**config.mk**
```make
export PLATFORM = sky130hd
export DESIGN_NAME = pulse_gen_multi
export DESIGN_NICKNAME = d
export VERILOG_FILES = /design/src/rtl/pulse_gen_multi.sv
export SDC_FILE = /design/constraint.sdc
export NUM_CORES = 1
export LEC_CHECK = 0
export BUFFER_PORTS_ARGS = -buffer_cell sky130_fd_sc_hd__buf_2
export CORE_MARGIN = 10
export CORE_UTILIZATION = 61
export CTS_BUF_LIST = sky130_fd_sc_hd__clkbuf_16
export DETAILED_ROUTE_END_ITERATION = 16
export PLACE_DENSITY = 0.86
export SLEW_MARGIN = 10
export SYNTH_ARGS = -nofsm -noshare
export SYNTH_HDL_FRONTEND = slang
export SYNTH_SLANG_ARGS = --single-unit
```
**constraint.sdc**
```tcl
create_clock -name clk_i -period 5.9 [get_ports clk_i]
set_input_delay 0.885 -clock clk_i [delete_from_list [all_inputs] [get_ports clk_i]]
set_output_delay 0.885 -clock clk_i [all_outputs]
set_load 0.1 [all_outputs]
```
**src/rtl/pulse_gen_multi.sv**
```systemverilog
// Multi-channel programmable pulse generator.
// A trigger on the lowest-indexed channel with a non-zero length starts a burst of
// rpt_cfg_i+1 pulses, each len_cfg_i[ch] cycles high, separated by gap_cfg_i low cycles.
// Optional feature macro: PULSE_GEN_RETRIG_EN -- when defined, an accepted trigger while
// busy restarts the burst with freshly latched config; when undefined it is ignored.
module pulse_gen_multi #(
  parameter int unsigned NUM_TRIG = 4,
  parameter int unsigned LEN_W    = 8,
  localparam int unsigned IdW     = (NUM_TRIG > 1) ? $clog2(NUM_TRIG) : 1
) (
  input  logic                      clk_i,
  input  logic                      rst_ni,
  input  logic [NUM_TRIG-1:0]       trig_i,
  input  logic [NUM_TRIG*LEN_W-1:0] len_cfg_i,
  input  logic [LEN_W-1:0]          gap_cfg_i,
  input  logic [LEN_W-1:0]          rpt_cfg_i,
  output logic                      dout_o,
  output logic                      busy_o,
  output logic                      done_o,
  output logic [IdW-1:0]            trig_id_o
);

`ifdef PULSE_GEN_RETRIG_EN
  localparam bit RetrigEn = 1'b1;
`else
  localparam bit RetrigEn = 1'b0;
`endif

  typedef enum logic [1:0] {StIdle, StHigh, StGap} state_e;

  state_e           state_q, state_d;
  logic [LEN_W-1:0] len_q, len_d;          // latched pulse length L
  logic [LEN_W-1:0] gap_q, gap_d;          // latched gap G
  logic [LEN_W-1:0] len_cnt_q, len_cnt_d;  // high cycles left after the current one
  logic [LEN_W-1:0] gap_cnt_q, gap_cnt_d;  // gap cycles left after the current one
  logic [LEN_W-1:0] rpt_cnt_q, rpt_cnt_d;  // pulses left after the current one
  logic [IdW-1:0]   id_q, id_d;
  logic             dout_q, dout_d;
  logic             busy_q, busy_d;
  logic             done_q, done_d;

  logic             sel_valid;
  logic [IdW-1:0]   sel_idx;
  logic [LEN_W-1:0] sel_len;
  logic             load;

  // Pick the lowest-index asserted channel whose length is non-zero.
  always_comb begin
    sel_valid = 1'b0;
    sel_idx   = '0;
    sel_len   = '0;
    for (int i = NUM_TRIG - 1; i >= 0; i--) begin
      if (trig_i[i] && (len_cfg_i[i*LEN_W +: LEN_W] != '0)) begin
        sel_valid = 1'b1;
        sel_idx   = IdW'(i);
        sel_len   = len_cfg_i[i*LEN_W +: LEN_W];
      end
    end
  end

  assign load = sel_valid && ((state_q == StIdle) || RetrigEn);

  // Next-state logic for the burst sequencer and its registered outputs.
  always_comb begin
    state_d   = state_q;
    len_d     = len_q;
    gap_d     = gap_q;
    len_cnt_d = len_cnt_q;
    gap_cnt_d = gap_cnt_q;
    rpt_cnt_d = rpt_cnt_q;
    id_d      = id_q;
    done_d    = 1'b0;

    unique case (state_q)
      StIdle: ;
      StHigh: begin
        if (len_cnt_q == '0) begin
          if (rpt_cnt_q != '0) begin
            rpt_cnt_d = rpt_cnt_q - 1'b1;
            if (gap_q != '0) begin
              state_d   = StGap;
              gap_cnt_d = gap_q - 1'b1;
            end else begin
              // Zero gap: pulses merge into one continuous high window.
              len_cnt_d = len_q - 1'b1;
            end
          end else begin
            state_d = StIdle;
            done_d  = 1'b1;
          end
        end else begin
          len_cnt_d = len_cnt_q - 1'b1;
        end
      end
      StGap: begin
        if (gap_cnt_q == '0) begin
          state_d   = StHigh;
          len_cnt_d = len_q - 1'b1;
        end else begin
          gap_cnt_d = gap_cnt_q - 1'b1;
        end
      end
      default: state_d = StIdle;
    endcase

    // Acceptance overrides everything; a restart also suppresses done of the old burst.
    if (load) begin
      state_d   = StHigh;
      len_d     = sel_len;
      gap_d     = gap_cfg_i;
      rpt_cnt_d = rpt_cfg_i;
      len_cnt_d = sel_len - 1'b1;
      gap_cnt_d = '0;
      id_d      = sel_idx;
      done_d    = 1'b0;
    end

    dout_d = (state_d == StHigh);
    busy_d = (state_d != StIdle);
  end

  // State and output registers with synchronous active-low reset.
  always_ff @(posedge clk_i) begin
    if (!rst_ni) begin
      state_q   <= StIdle;
      len_q     <= '0;
      gap_q     <= '0;
      len_cnt_q <= '0;
      gap_cnt_q <= '0;
      rpt_cnt_q <= '0;
      id_q      <= '0;
      dout_q    <= 1'b0;
      busy_q    <= 1'b0;
      done_q    <= 1'b0;
    end else begin
      state_q   <= state_d;
      len_q     <= len_d;
      gap_q     <= gap_d;
      len_cnt_q <= len_cnt_d;
      gap_cnt_q <= gap_cnt_d;
      rpt_cnt_q <= rpt_cnt_d;
      id_q      <= id_d;
      dout_q    <= dout_d;
      busy_q    <= busy_d;
      done_q    <= done_d;
    end
  end

  assign dout_o    = dout_q;
  assign busy_o    = busy_q;
  assign done_o    = done_q;
  assign trig_id_o = id_q;

endmodule

```
==> results.sh <==
export IMPL_status="completed"
export IMPL_period_share_pct=58.1
export IMPL_crit_path_end_kind="flop"
export IMPL_slew_headroom_pct=36.7
export IMPL_netlist_instances=424
export IMPL_htreeDepth=2
export IMPL_p_per_area_nw_per_um2=284
export IMPL_cts_resized=0
export IMPL_die_y_um=92.7
export IMPL_multi_input_area_um2=2140
export IMPL_comb_power_share_pct=32.9
export IMPL_sw_frac_of_total_pct=35.2
export IMPL_cts_clk_slew_worst_paths_ps=60
export IMPL_cts_sinks=47
export IMPL_rows=26
export IMPL_ys_seq_area_share_pct=29.2
export IMPL_drive_gt1_share_pct=17.4
export IMPL_dr_first_iter_drc_count=216
export IMPL_grt_max_degree=32
export IMPL_critPathArrivalTime_ps=3620
export IMPL_final_nets=534
export IMPL_postCtsSetupBuffers=0
export IMPL_crit_top_cell="nand2_1"
export IMPL_final_area_um2=3690
export IMPL_wl_per_cell_um=16.7
export IMPL_yosysUniqueCellTypes=62
export IMPL_cts_tree="done"
export IMPL_start_util_pct=63.1
export IMPL_drtAntennaViolNets=0
export IMPL_hold_viol=0
export IMPL_insertion_delay_ps=290
export IMPL_cap_violations=0
export IMPL_drc=0
export IMPL_power_switching_uw=368
export IMPL_die_x_um=92.7
export IMPL_critical_path_cell_chain="buf_2, or4_1, o21ai_1, nand2_1, o21ai_2, nand2_1, a211oi_1"
export IMPL_core_area_um2=5110
export IMPL_skew_ps=3.74
export IMPL_die_area_um2=8590
export IMPL_finalSetupViolations=0
export IMPL_synthFlopType="dfxtp_1"
export IMPL_fin_crit_ps=3430
export IMPL_gr_total_overflow=0
export IMPL_syn_area_per_cell_um2=7.60
export IMPL_crit_path_max_incr_delay_ps=750
export IMPL_n_fill_cell=446
export IMPL_pwr_share_seq_pct=37.3
export IMPL_crit_path_start_kind="input pin"
export IMPL_dp_hpwl_um=6620
export IMPL_syn_nets=487
export IMPL_synth_edff_count=0
export IMPL_cp_required_ps=6100
export IMPL_viasPerCell=6.35
export IMPL_min_path_type="reg -> reg"
export IMPL_grt_pass1_wl_um=14900
export IMPL_fmax_ghz=0.292
export IMPL_leakage_nw=1.41
export IMPL_cts_buffers=5
export IMPL_slew_violations=0
export IMPL_netlist_area_um2=3220
export IMPL_yosys_warnings=0
export IMPL_p_clk_share_pct=29.9
export IMPL_yosys_register_bits=47
export IMPL_cts_root_buf="clkbuf_16"
export IMPL_io_pins=59
export IMPL_syn_to_final_growth_pct=14.6
export IMPL_cp_max_fo=22
export IMPL_placed_area_um2=3530
export IMPL_antenna_found_initial=0
export IMPL_grt_pass1_vias=3304
export IMPL_synthArstFlopShare_pct=0
export IMPL_ir_worst_vdd_v=0.000222
export IMPL_crit_path_top_delay_cell="o21ai_2"
export IMPL_worstMarginPinSlew_ps=949
export IMPL_seqCellArea_um2=941
export IMPL_place_congestion=0.905
export IMPL_worstSetupPathType="in -> reg"
export IMPL_vias=3436
export IMPL_tns_ps=0
export IMPL_routed_wl_um=9010
export IMPL_track_usage_pct=20.6
export IMPL_n_antenna_cell=0
export IMPL_power_internal_uw=680
export IMPL_rsz0062_at_grt="no"
export IMPL_cts_hold_buf=0
export IMPL_portBuffers=58
export IMPL_clk_path_buf_depth=2
export IMPL_dr_pass1_iters=5
-- power groups by stage --
stage               sequential, mW  combinational, mW  clock, mW
floorplan                    0.409              0.237          0
global route                 0.394              0.380      0.326
detailed placement           0.396              0.335          0
global placement             0.394              0.323          0
finish                       0.390              0.344      0.313
CTS                          0.389              0.340      0.314
-- synthesized netlist by cell type (8+ instances only) --
cell type | n | area [um2]
a211oi_1 | 13 | 97.6
a21oi_1 | 38 | 190
clkbuf_1 | 13 | 48.8
dfxtp_1 | 47 | 941
ha_1 | 9 | 113
inv_1 | 14 | 52.6
mux2i_1 | 8 | 80.1
nand2_1 | 62 | 233
nand3_1 | 8 | 40.0
nor2_1 | 41 | 154
nor3_1 | 11 | 55.1
o211ai_1 | 10 | 75.1
o21ai_0 | 30 | 150
or4_1 | 8 | 60.1
xnor2_1 | 8 | 70.1
xor2_1 | 9 | 78.8
-- sequential cells by signal, indices dropped and copies added (netlist names), 2 cells and up --
register,cells
gap_cnt_q,8
gap_q,8
len_cnt_q,8
len_q,8
rpt_cnt_q,8
state_q,2
trig_id_o,2
-- layout by cell type, fill, tap and decap left out, types with 5 or more instances in the layout --
master and n:
mux2i_1 8, clkbuf_16 5, xnor2_1 8, o211ai_1 10, nand2b_1 6, inv_1 15
ha_1 9, a211oi_1 13, nor2_1 41, or4_1 8, a21oi_1 38, a32oi_1 7
a22oi_1 7, xor2_1 9, dfxtp_1 47, nand2_1 62, nand3_1 8, o21ai_0 30
nor4_1 7, buf_2 58, nor3_1 11
-- stage by stage --
stage | hold WS, ps | total power [mW] | worst slack [ps] | util, % | instances
finish | 505 | 1.05 | 2470 | 72.3 | 541
global route | 521 | 1.10 | 2350 | 72.3 | 541
global placement | 479 | 0.717 | 2350 | 69.2 | 534
CTS | 499 | 1.04 | 2530 | 72.3 | 541
detailed placement | 491 | 0.731 | 2280 | 69.2 | 534
floorplan | 449 | 0.647 | 3060 | - | 424
-- path summary, 6_finish.rpt --
path / from / depth (start not counted) / slack (ps) / endpoint
min: len_q[5] / 2 / 500 / len_q[5]
max reg2reg: len_cnt_q[0] / 9 / 2890 / gap_cnt_q[5]
min reg2reg: len_q[5] / 2 / 500 / len_q[5]
max: len_cfg_i[4] / 7 / 2470 / gap_cnt_q[1]
-- layer usage --
| metal | vias up | wire length [um] | share of wire [%] | GRT usage, % |
|---|---|---|---|---|
| li1 | 1664 | - | - | - |
| met4 | 0 | 227 | 2.5 | 7.97 |
| met5 | - | 0 | 0 | 0 |
| met1 | 1603 | 3580 | 40 | 22.7 |
| met3 | 26 | 585 | 6.5 | 4.28 |
| met2 | 143 | 4620 | 51 | 37.7 |
-- kinds of logic after synthesis --
| group | count (synthesis) | share of synthesized area [%] |
|---|---|---|
| XOR/XNOR | 17 | 4.62 |
| adder cells (fa/ha/maj) | 9 | 3.50 |
| flip-flops | 47 | 29.2 |
| multiplexers | 8 | 2.49 |
| AND/OR/NAND/NOR | 173 | 28.2 |
| buffers and inverters | 35 | 4.35 |
| AO/OA/AOI/OAI | 135 | 27.6 |
-- cell type report --
class,count,share of cell area [%]
clock inverters,2,0.915
repair buffers,60,8.27
multi-input cells,342,58.0
inverters,15,1.52
well taps,70,2.37
flip-flops and latches,47,25.5
clock buffers,5,3.39
-- critical path: cells and delay by family --
kind                   cells  cell delay [ps]
AO/OA/AOI/OAI              3             1400
AND/OR/NAND/NOR            3             1210
buffers and inverters      1              110
Power figures use the tool's default switching activity.
